### config.mk
export PLATFORM = sky130hd
export DESIGN_NAME = nr_polar_crc_attach
export DESIGN_NICKNAME = d
export VERILOG_FILES = /design/src/rtl/nr_polar_crc_attach.sv
export SDC_FILE = /design/constraint.sdc
export NUM_CORES = 1
export LEC_CHECK = 0
export BUFFER_PORTS_ARGS = -buffer_cell sky130_fd_sc_hd__buf_2
export CAP_MARGIN = 30
export CORE_ASPECT_RATIO = 1.2
export CORE_MARGIN = 1.5
export CORE_UTILIZATION = 54
export DETAILED_ROUTE_END_ITERATION = 12
export GPL_TIMING_DRIVEN = 0
export HOLD_SLACK_MARGIN = 0.12
export PLACE_DENSITY = 0.76
export SYNTH_ARGS = -nofsm -noshare
export SYNTH_HDL_FRONTEND = slang
export SYNTH_SLANG_ARGS = --single-unit
### constraint.sdc
create_clock -name clk -period 4.66 [get_ports clk]
set_clock_uncertainty 0.2 [all_clocks]
set_input_delay 0.932 -clock clk [delete_from_list [all_inputs] [get_ports clk]]
set_output_delay 0.932 -clock clk [all_outputs]
set_load 0.05 [all_outputs]
### src/rtl/nr_polar_crc_attach.sv
// Bit-serial CRC24C attachment ahead of the NR polar encoder: forwards payload bits, appends 24 parity bits, reports K.
// Optional DCI mode via POLAR_CRC_RNTI_MASK_EN: all-ones CRC init and RNTI mask on the last 16 parity bits.
module nr_polar_crc_attach #(
  parameter int CRC_LEN = 24,
  parameter int MAX_A   = 999
) (
  input  logic        clk,
  input  logic        reset,
  input  logic        enb,
  input  logic        dataIn,
  input  logic        ctrlIn_start,
  input  logic        ctrlIn_end,
  input  logic        ctrlIn_valid,
  input  logic [15:0] rnti,
  input  logic        nextFrame,
  output logic        ready,
  output logic        dataOut,
  output logic        ctrlOut_start,
  output logic        ctrlOut_end,
  output logic        ctrlOut_valid,
  output logic [9:0]  K,
  output logic        lenErr
);

  localparam logic [CRC_LEN-1:0] POLY = 24'hB2B117;
`ifdef POLAR_CRC_RNTI_MASK_EN
  localparam logic [CRC_LEN-1:0] CRC_INIT = 24'hFFFFFF;
`else
  localparam logic [CRC_LEN-1:0] CRC_INIT = 24'h000000;
`endif

  typedef enum logic [1:0] {IDLE, DATA, PARITY, FLUSH} state_t;

  state_t             state;
  logic [CRC_LEN-1:0] crc;
  logic [9:0]         a_cnt;
  logic [4:0]         p_cnt;

  logic               start_acc;
  logic               take;
  logic [9:0]         a_new;
  logic [CRC_LEN-1:0] crc_in;
  logic [CRC_LEN-1:0] crc_end;

  function automatic logic [CRC_LEN-1:0] crc_step(input logic [CRC_LEN-1:0] c, input logic d);
    return {c[CRC_LEN-2:0], 1'b0} ^ ({CRC_LEN{c[CRC_LEN-1] ^ d}} & POLY);
  endfunction

  assign ready     = (state == IDLE) && nextFrame;
  // A start inside DATA restarts the frame; in IDLE it needs the encoder's consent.
  assign start_acc = ctrlIn_valid && ctrlIn_start && (ready || state == DATA);
  assign take      = ctrlIn_valid && (start_acc || state == DATA);
  assign a_new     = start_acc ? 10'd1 : ((a_cnt == 10'd1023) ? a_cnt : a_cnt + 10'd1);
  assign crc_in    = crc_step(start_acc ? CRC_INIT : crc, dataIn);

`ifdef POLAR_CRC_RNTI_MASK_EN
  logic [15:0] rnti_hold;
  // Folding the mask into the register at end lets the parity shifter stay mask-agnostic.
  assign crc_end = crc_in ^ {8'h00, (start_acc ? rnti : rnti_hold)};
`else
  logic unused_rnti;
  assign unused_rnti = ^rnti;
  assign crc_end     = crc_in;
`endif

  always_ff @(posedge clk or posedge reset) begin
    if (reset) begin
      state         <= IDLE;
      crc           <= '0;
      a_cnt         <= '0;
      p_cnt         <= '0;
      K             <= '0;
      dataOut       <= 1'b0;
      ctrlOut_start <= 1'b0;
      ctrlOut_end   <= 1'b0;
      ctrlOut_valid <= 1'b0;
      lenErr        <= 1'b0;
`ifdef POLAR_CRC_RNTI_MASK_EN
      rnti_hold     <= '0;
`endif
    end else if (enb) begin
      dataOut       <= 1'b0;
      ctrlOut_start <= 1'b0;
      ctrlOut_end   <= 1'b0;
      ctrlOut_valid <= 1'b0;
      lenErr        <= 1'b0;
      case (state)
        IDLE, DATA: begin
          if (take) begin
            dataOut       <= dataIn;
            ctrlOut_valid <= 1'b1;
            ctrlOut_start <= start_acc;
            a_cnt         <= a_new;
`ifdef POLAR_CRC_RNTI_MASK_EN
            if (start_acc) rnti_hold <= rnti;
`endif
            if (ctrlIn_end) begin
              crc    <= crc_end;
              p_cnt  <= '0;
              lenErr <= (a_new > 10'(MAX_A));
              state  <= PARITY;
            end else begin
              crc   <= crc_in;
              state <= DATA;
            end
          end
        end
        PARITY: begin
          dataOut       <= crc[CRC_LEN-1];
          ctrlOut_valid <= 1'b1;
          crc           <= {crc[CRC_LEN-2:0], 1'b0};
          p_cnt         <= p_cnt + 5'd1;
          if (p_cnt == 5'(CRC_LEN - 1)) begin
            ctrlOut_end <= 1'b1;
            K           <= (a_cnt > 10'(MAX_A)) ? 10'd1023 : a_cnt + 10'(CRC_LEN);
            state       <= FLUSH;
          end
        end
        // One settling cycle keeps ready low while the final parity bit is on the output.
        FLUSH: state <= IDLE;
        default: state <= IDLE;
      endcase
    end
  end

endmodule
---- Yosys cells after proc, flatten, opt, wreduce, memory -nomap -nowiden ----
Cells that the tools add are included.
Widths: inputs -> output; s select.
word-level totals
  input bits .............................. 24
  bits in registers ....................... 56
  word-level logic and storage cells ...... 63
operators by class
  mux-type cells .......................... 24
  equality and inequality tests ........... 8
  $lt $le $gt $ge ......................... 2
  add/subtract/negate cells ............... 3
  reductions and logical operators ........ 14
  bitwise logic cells ..................... 2
operator list
  kind                   count
  $mux 24                2
  $pmux 24 s2            1
  $mux 10                3
  $xor 24x24->24         1
  $gt 10x10->1 const B   2
  $reduce_and 3->1       4
  $add 10x1->10 const B  1
  $add 10x5->10 const B  1
  $eq 10x10->1 const B   1
  $mux 5                 2
  $pmux 5 s2             1
  $mux 1                 9
  $mux 2                 3
  $ne 2x2->1 const B     3
  $pmux 2 s3             1
  $add 5x1->5 const B    1
  $eq 5x5->1 const B     1
  $eq 2x2->1 const B     2
  $logic_and 1x1->1      4
  $pmux 1 s2             2
  $reduce_and 4->1       1
  $eq 2x1->1 const B     1
  $logic_not 2->1        1
  $logic_or 1x1->1       2
  other kinds (3)        3

---- Logic depth before layout (Yosys ltp) ----
Gate-level depths: netlist (run 1).
  word-level depth ........................ 9
  gate-level depth with buffers ........... 8
  gate-level depth less buffers ........... 6

---- Least setup slack after synthesis (run 1) ----
No wires, ideal clock.
  path type ............................... input to output
  start point ............................. in nextFrame
  end point ............................... out ready
  required time ........................... 3.528 ns
  cell stages on the path ................. 1
  buffers on the path ..................... 0
  arrival ................................. 2.078 ns
  path slack .............................. 1.450 ns
  path through ............................ nor3b_1
on the way
  longest elaborated chain between the ends .. 1
ends and longest elaborated chain
  element             RTL line  text
  start: declaration  15        input logic nextFrame,
  $logic_and 1x1->1   49        assign ready = (state == IDLE) && nextFrame;
  end: declaration    16        output logic ready,
Every way passes these cells.

---- Worst setup path in the final report (run 1) ----
Same ends and word-level chain as after synthesis.

==> out/summary.txt, run 1 <==
status -> finished clean
HPWL after detailed placement -> 4.45 mm
core region area -> 5260 um2
synth unique cells -> 52
worst hold path startpoint -> crc[22]
hold buffer count at cts -> 0
FF-to-FF path depth -> 7
global-route wire length before repair -> 11.0 mm
synthesized flop and latch total -> 56
largest family of logic cells by synthesized area -> simple AND/OR/NAND/NOR gates
asr flop ratio synth -> 1.00
Worst Tran Pin Value -> 526 ps
Setup WS pre-CTS -> 2030 ps
fraction of layout cells with a size suffix above 1 -> 0.169
Total Wirelength -> 6.24 mm
post-synthesis mux area share -> 0.0157
postcts setup bufs -> 0
ANT nets after route -> 0
Post-synth EDFFs -> 0
Port Buffer Count -> 23
post-synthesis compound-gate area fraction -> 0.170
Post-Synth XOR/XNOR Area -> 0.0238
Initial Utilization -> 0.560
H-tree lvl count -> 2
worst hold endpoint -> crc[22]
Worst EP required -> 3530 ps
Avg Inst Size Synth -> 9.11 um2
clk slew on worst S/H paths -> 90 ps
FMAX -> 385 MHz
GRT Residual Overflow -> 0
commonest non-fill, non-tap cell in the layout -> nand2_1
top cells by area, synth -> dfrtp_1 48%, nand2_1 7.6%, nand3_1 5.8%, a21o_1 3.6%, nor2_1 3.1%
Initial DRC Count -> 128
CTS resizes -> 0
type of the worst min-delay path -> flop to flop
Syn Inst Count -> 323
Die ar. -> 5910 um2
commonest cells after routing, fill and taps aside -> 60 x nand2_1, 56 x dfrtp_1, 34 x nand3_1, 33 x buf_2, 24 x nor2_1
Max Cap Viol -> 0
Setup Viol. Count Final -> 0
CTS Sinks -> 56
Simple-Gate Fraction of Synth Area -> 0.241
Setup TNS Final -> 0 ps
antenna violations before repair -> 0
fin nets -> 382
Die Y -> 83.9 um
drc violations -> 0
r2r startpoint -> a_cnt[0]
Final Hold Viols -> 0
TritonCTS Buffers -> 5
Layout area overhead -> 10.2%
RSZ-0062 raised after global routing -> no
fin crit share -> 0.557
crit end category -> output pin
PwrDens -> 516 nW/um2
Worst Path Arrival -> 1470 ps
Leakage -> 1.59 nW
routability cong. -> 0.843
multi-input logic area -> 1380 um2
min Tclk post-route -> 2600 ps
crit path launch -> nextFrame
clk_lat worst skew -> 310 ps
Cells on Worst Hold Path -> 2
Setup CP Type -> input pin to output pin
share of the synthesized area in the top cell type -> 0.476
CTS root buffer -> clkbuf_8
critical path fanouts, max -> 3
diode count -> 0
DRT Pass-1 Iters -> 4
vias in the first global route -> 2465
setup ws final -> 2060 ps
Worst R2R End -> lenErr
Cell Rows -> 29
flop-to-flop setup slack -> 2470 ps
crit path launch type -> input pin
Core Util, Final -> 0.617
fin. max-slew vios -> 0
Post-Syn Nets -> 351
Max clock buf depth -> 2
Fin Hold WS -> 272 ps
VDD IR max -> 0.319 mV
Seq/Total Area, Yosys -> 0.476
dominant cell type by area after synthesis -> dfrtp_1
Die Width -> 70.4 um
GRT Util Overall -> 0.229
relative slew slack -> 0.649
# fillers -> 468
register area -> 1400 um2
CTS tree -> done
Ports -> 40
largest net degree at the start of global routing -> 36
Yosys warnings -> 0
Vias/cell -> 5.85
ys flop type -> dfrtp_1
mapped cell area -> 2940 um2
DR vias -> 2440
WL/cell -> 15.0 um
Post-Synth Adder-Cell Area -> 0.0170
## cells by family after synthesis
family	after synthesis
DFF	56
and+or+nand+nor	147
buffers and inverters	30
AOI/OAI and AO/OA	74
xor gates and xnor gates	8
adders and majority gates	4
muxes	4
## critical path, stage by stage
cell,delay [ps]
buf_2,100
nor3b_1,150
buf_2,280
## where the power goes
part	total [W]	leakage, nW	internal, W	switching (W)
Combinational	0.000664	0.835	0.000252	0.000412
Clock	0.000263	0.0414	0.000107	0.000155
Sequential	0.000749	0.718	0.000637	0.000112
Total	0.00168	1.59	0.000997	0.000679
## Yosys cell counts (all sizes together), types with 3 or more instances
master	count
a21o	14
a21oi	16
a31oi	12
and2	3
and4	3
buf	16
clkbuf	6
dfrtp	56
ha	4
inv	8
nand2	60
nand3	34
nand4	6
nor2	24
nor3	3
o21ai	12
o22a	4
o31ai	5
xnor2	5
xor2	3
## routing by layer
metal  vias to the layer above  wire, um  track usage
li1                       1196         -            -
met1                      1187      2650        0.275
met2                        45      3270        0.407
met3                        12       174       0.0326
met4                         0       142       0.0909
met5                         -         0            0
## area by class of cell
class                   instances  share of cell area
clock inverters                 2             0.00501
plain buffers                  22              0.0420
well taps                      62              0.0239
inverters                       8             0.00925
flip-flops and latches         56               0.432
repair buffers                 24              0.0416
clock buffers                   6              0.0224
multi-input cells             237               0.424
## how the worst max path moves through the flow
stage / endpoint / depth (start not counted)
floorplan: ready / 1
global placement: p_cnt[4] / 2
detailed placement: dataOut / 6
CTS: ready / 3
global route: ready / 3
finish: ready / 3
## through the flow
stage          cell area (um2)  power, W  std cells
3_5_place_dp              3160   0.00142        409
2_1_floorplan             2940   0.00126        323
5_1_grt                   3250   0.00181        417
6_report                  3250   0.00168        417
4_1_cts                   3250   0.00168        417
3_3_place_gp              3140   0.00140        408
## registers in the layout, summed over array words and instances, names as in the netlist
name and count:
state 2, lenErr 1, a_cnt 10, K 10
p_cnt 5, ctrlOut_start 1, dataOut 1, ctrlOut_end 1
ctrlOut_valid 1, crc 24
(Power assumes the default switching activity.)
==> run 2: changes to the inputs <==
--- a/config.mk
+++ b/config.mk
@@ -5,6 +5,7 @@
 export SDC_FILE = /design/constraint.sdc
 export NUM_CORES = 1
 export LEC_CHECK = 0
+export ABC_AREA = 1
 export BUFFER_PORTS_ARGS = -buffer_cell sky130_fd_sc_hd__buf_2
 export CAP_MARGIN = 30
 export CORE_ASPECT_RATIO = 1.2
==> constraint.sdc (replaced) <==
create_clock -name clk -period 2.5 [get_ports clk]
set_clock_uncertainty 0.2 [all_clocks]
set_input_delay 0.5 -clock clk [delete_from_list [all_inputs] [get_ports clk]]
set_output_delay 0.5 -clock clk [all_outputs]
set_load 0.05 [all_outputs]
==> run 2 against run 1 <==
  * Total power grew 92%
  * Sequential power grew 88%
  * Clock power grew 95%
  * Worst hold slack gained 13 ps
  * Synthesized area grew 0.47%
  * Die area grew 0.45%
  * Critical path type is now flop to flop
==> out/summary.txt, run 2 <==
Post-Syn Nets -> 416 (was 351)
flop-to-flop setup slack -> 320 ps (was 2470 ps)
CP Capture Point -> K[9] (was ready)
type of the worst min-delay path -> flop to flop (unchanged)
FF-to-FF path depth -> 6 (was 7)
clk slew on worst S/H paths -> 90 ps (about the same)
number of flip-flops under the largest register name -> 24 (unchanged)
commonest non-fill, non-tap cell in the layout -> nand2_1 (unchanged)
clk_lat worst skew -> 320 ps (was 310 ps)
vias in the first global route -> 2464 (was 2465)
share of the synthesized area in the top cell type -> 0.474 (was 0.476)
Sequential Power Share -> 0.438 (was 0.447)
Total Wirelength -> 6.64 mm (was 6.24 mm)
fin nets -> 447 (was 382)
Setup WS pre-CTS -> 290 ps (was 2030 ps)
Syn Inst Count -> 388 (was 323)
Ports -> 40 (unchanged)
post-synthesis compound-gate area fraction -> 0.106 (was 0.170)
Simple-Gate Fraction of Synth Area -> 0.313 (was 0.241)
H-tree lvl count -> 2 (unchanged)
Setup Viol. Count Final -> 0 (unchanged)
Pint -> 0.00185 W (was 0.000997 W)
CTS tree -> done (unchanged)
Worst Tran Pin Value -> 519 ps (was 526 ps)
crit end category -> flop (was output pin)
routability cong. -> 0.854 (was 0.843)
Max Cap Viol -> 0 (unchanged)
Post-Synth Adder-Cell Area -> 0.0169 (was 0.0170)
PwrDens -> 987 nW/um2 (was 516 nW/um2)
DRT Pass-1 Iters -> 4 (unchanged)
Die Y -> 84.1 um (was 83.9 um)
Worst R2R End -> K[9] (was lenErr)
crit path launch type -> flop (was input pin)
Initial Utilization -> 0.558 (was 0.560)
# fillers -> 457 (was 468)
Switching Fraction -> 0.427 (was 0.405)
Setup CP Type -> flop to flop (was input pin to output pin)
Combinational Power Share -> 0.403 (was 0.396)
GRT Residual Overflow -> 0 (unchanged)
register area -> 1400 um2 (unchanged)
CTS resizes -> 0 (unchanged)
Leakage -> 1.66 nW (was 1.59 nW)
Seq/Total Area, Yosys -> 0.474 (was 0.476)
top-count cell post-synth -> nand2_1 (unchanged)
antenna violations before repair -> 0 (unchanged)
Vias/cell -> 5.61 (was 5.85)
Worst Path Arrival -> 2170 ps (was 1470 ps)
Fin Hold WS -> 285 ps (was 272 ps)
fraction of layout cells with a size suffix above 1 -> 0.110 (was 0.169)
DR vias -> 2704 (was 2440)
Port Buffer Count -> 22 (was 23)
status -> finished clean (unchanged)
largest family of logic cells by synthesized area -> simple AND/OR/NAND/NOR gates (unchanged)
Post-Synth XOR/XNOR Area -> 0.0118 (was 0.0238)
fin. max-slew vios -> 0 (unchanged)
CTS root buffer -> clkbuf_8 (unchanged)
Psw -> 0.00138 W (was 0.000679 W)
synthesized flop and latch total -> 56 (unchanged)
WL/cell -> 13.8 um (was 15.0 um)
Layout area overhead -> 10.5% (was 10.2%)
postcts setup bufs -> 0 (unchanged)
placed cell area -> 3170 um2 (was 3160 um2)
Largest regs -> crc: 24 flops, K: 10 flops, a_cnt: 10 flops (unchanged)
largest net degree at the start of global routing -> 40 (was 36)
commonest cells after routing, fill and taps aside -> 95 x nand2_1, 56 x dfrtp_1, 47 x nor2_1, 45 x nand3_1, 38 x inv_1 (was 60 x nand2_1, 56 x dfrtp_1, 34 x nand3_1, 33 x buf_2, 24 x nor2_1)
Initial DRC Count -> 228 (was 128)
VDD IR max -> 0.543 mV (was 0.319 mV)
FMAX -> 458 MHz
Final Total Pwr -> 0.00323 W (was 0.00168 W)
Die Width -> 70.6 um (was 70.4 um)
mapped cell area -> 2960 um2 (was 2940 um2)
Setup TNS Final -> 0 ps (unchanged)
asr flop ratio synth -> 1.00 (unchanged)
synth unique cells -> 29 (was 52)
RSZ-0062 raised after global routing -> no (unchanged)
Die ar. -> 5930 um2 (was 5910 um2)
setup ws final -> 317 ps (was 2060 ps)
Worst EP required -> 2480 ps (was 3530 ps)
critical path fanouts, max -> 9 (was 3)
relative slew slack -> 0.654 (was 0.649)
multi-input logic area -> 1320 um2 (was 1380 um2)
crit path launch -> p_cnt[0] (was nextFrame)
ys flop type -> dfrtp_1 (unchanged)
r2r startpoint -> p_cnt[0] (was a_cnt[0])
clock network power share -> 0.159 (was 0.157)
ANT nets after route -> 0 (unchanged)
CTS Sinks -> 56 (unchanged)
diode count -> 0 (unchanged)
TritonCTS Buffers -> 5 (unchanged)
Yosys warnings -> 0 (unchanged)
post-route cell area -> 3270 um2 (was 3250 um2)
fin crit share -> 0.873
top cells by area, synth -> dfrtp_1 47%, nand2_1 12%, nand3_1 7.6%, nor2_1 6.0%, o21ai_0 5.8% (was dfrtp_1 48%, nand2_1 7.6%, nand3_1 5.8%, a21o_1 3.6%, nor2_1 3.1%)
dominant cell type by area after synthesis -> dfrtp_1 (unchanged)
Final Hold Viols -> 0 (unchanged)
Avg Inst Size Synth -> 7.62 um2 (was 9.11 um2)
HPWL after detailed placement -> 4.77 mm (was 4.45 mm)
Post-synth EDFFs -> 0 (unchanged)
GRT Util Overall -> 0.241 (was 0.229)
Synth top cells by count -> 95 x nand2_1, 56 x dfrtp_1, 47 x nor2_1 (was 60 x nand2_1, 56 x dfrtp_1, 34 x nand3_1)
min Tclk post-route -> 2180 ps
drc violations -> 0 (unchanged)
core region area -> 5300 um2 (was 5260 um2)
post-synthesis mux area share -> 0 (was 0.0157)
global-route wire length before repair -> 11.4 mm (was 11.0 mm)
Cell Rows -> 29 (unchanged)
Max clock buf depth -> 2 (unchanged)
Largest Register -> crc (unchanged)
run 2: routing by layer:
metal	global-route usage	wire length, um	share of wire
met1	0.305	2930	0.44
met2	0.408	3370	0.51
met3	0.0399	217	0.033
met4	0.0978	123	0.019
met5	0	0	0
run 2: how the worst min path moves through the flow:
| stage | cells after the start | end | slack [ps] | start |
|---|---|---|---|---|
| after floorplan | 2 | crc[12] | 250 | crc[12] |
| after global placement | 2 | ctrlOut_end | 260 | ctrlOut_end |
| after detailed placement | 2 | dataOut | 260 | dataOut |
| after CTS | 2 | dataOut | 290 | dataOut |
| after global routing | 2 | dataOut | 310 | dataOut |
| final | 2 | K[6] | 290 | K[6] |
run 2: through the flow:
stage	util	std cells
final	0.617	482
after global routing	0.617	482
after CTS	0.617	482
after detailed placement	0.598	473
after global placement	0.594	472
after floorplan	-	388
run 2: logic make-up after synthesis:
group | after synthesis
AND/OR/NAND/NOR | 212
AO/OA/AOI/OAI | 55
adder cells (fa/ha/maj) | 4
XOR/XNOR | 4
flip-flops | 56
buffers and inverters | 57
run 2: area by class of cell:
class,instances,share of cell area
buffer,14,0.0222
clock buffer,6,0.0253
clock inverter,2,0.00306
inverter,43,0.0494
multi-input combinational,275,0.405
sequential,56,0.429
tap,62,0.0237
timing repair buffer,24,0.0429
run 2: critical path, cell delays in order, from the launching register on:
cell	delay, ps
dfrtp_1	400
ha_1	210
nand2_1	90
nor3b_1	400
nand3_1	250
a21oi_2	380
a31oi_1	130
run 2: power groups by stage:
stage / clock, W / sequential [W] / combinational, W
5_1_grt: 0.000568 / 0.00145 / 0.00148
3_3_place_gp: 0 / 0.00141 / 0.00124
3_5_place_dp: 0 / 0.00142 / 0.00128
4_1_cts: 0.000530 / 0.00140 / 0.00129
6_report: 0.000513 / 0.00141 / 0.00130
2_1_floorplan: 0 / 0.00143 / 0.000960
run 2: timing repair:
action,in CTS,in global routing
setup endpoints to repair,0,0
hold buffers,1,0
hold endpoints to repair,17,0
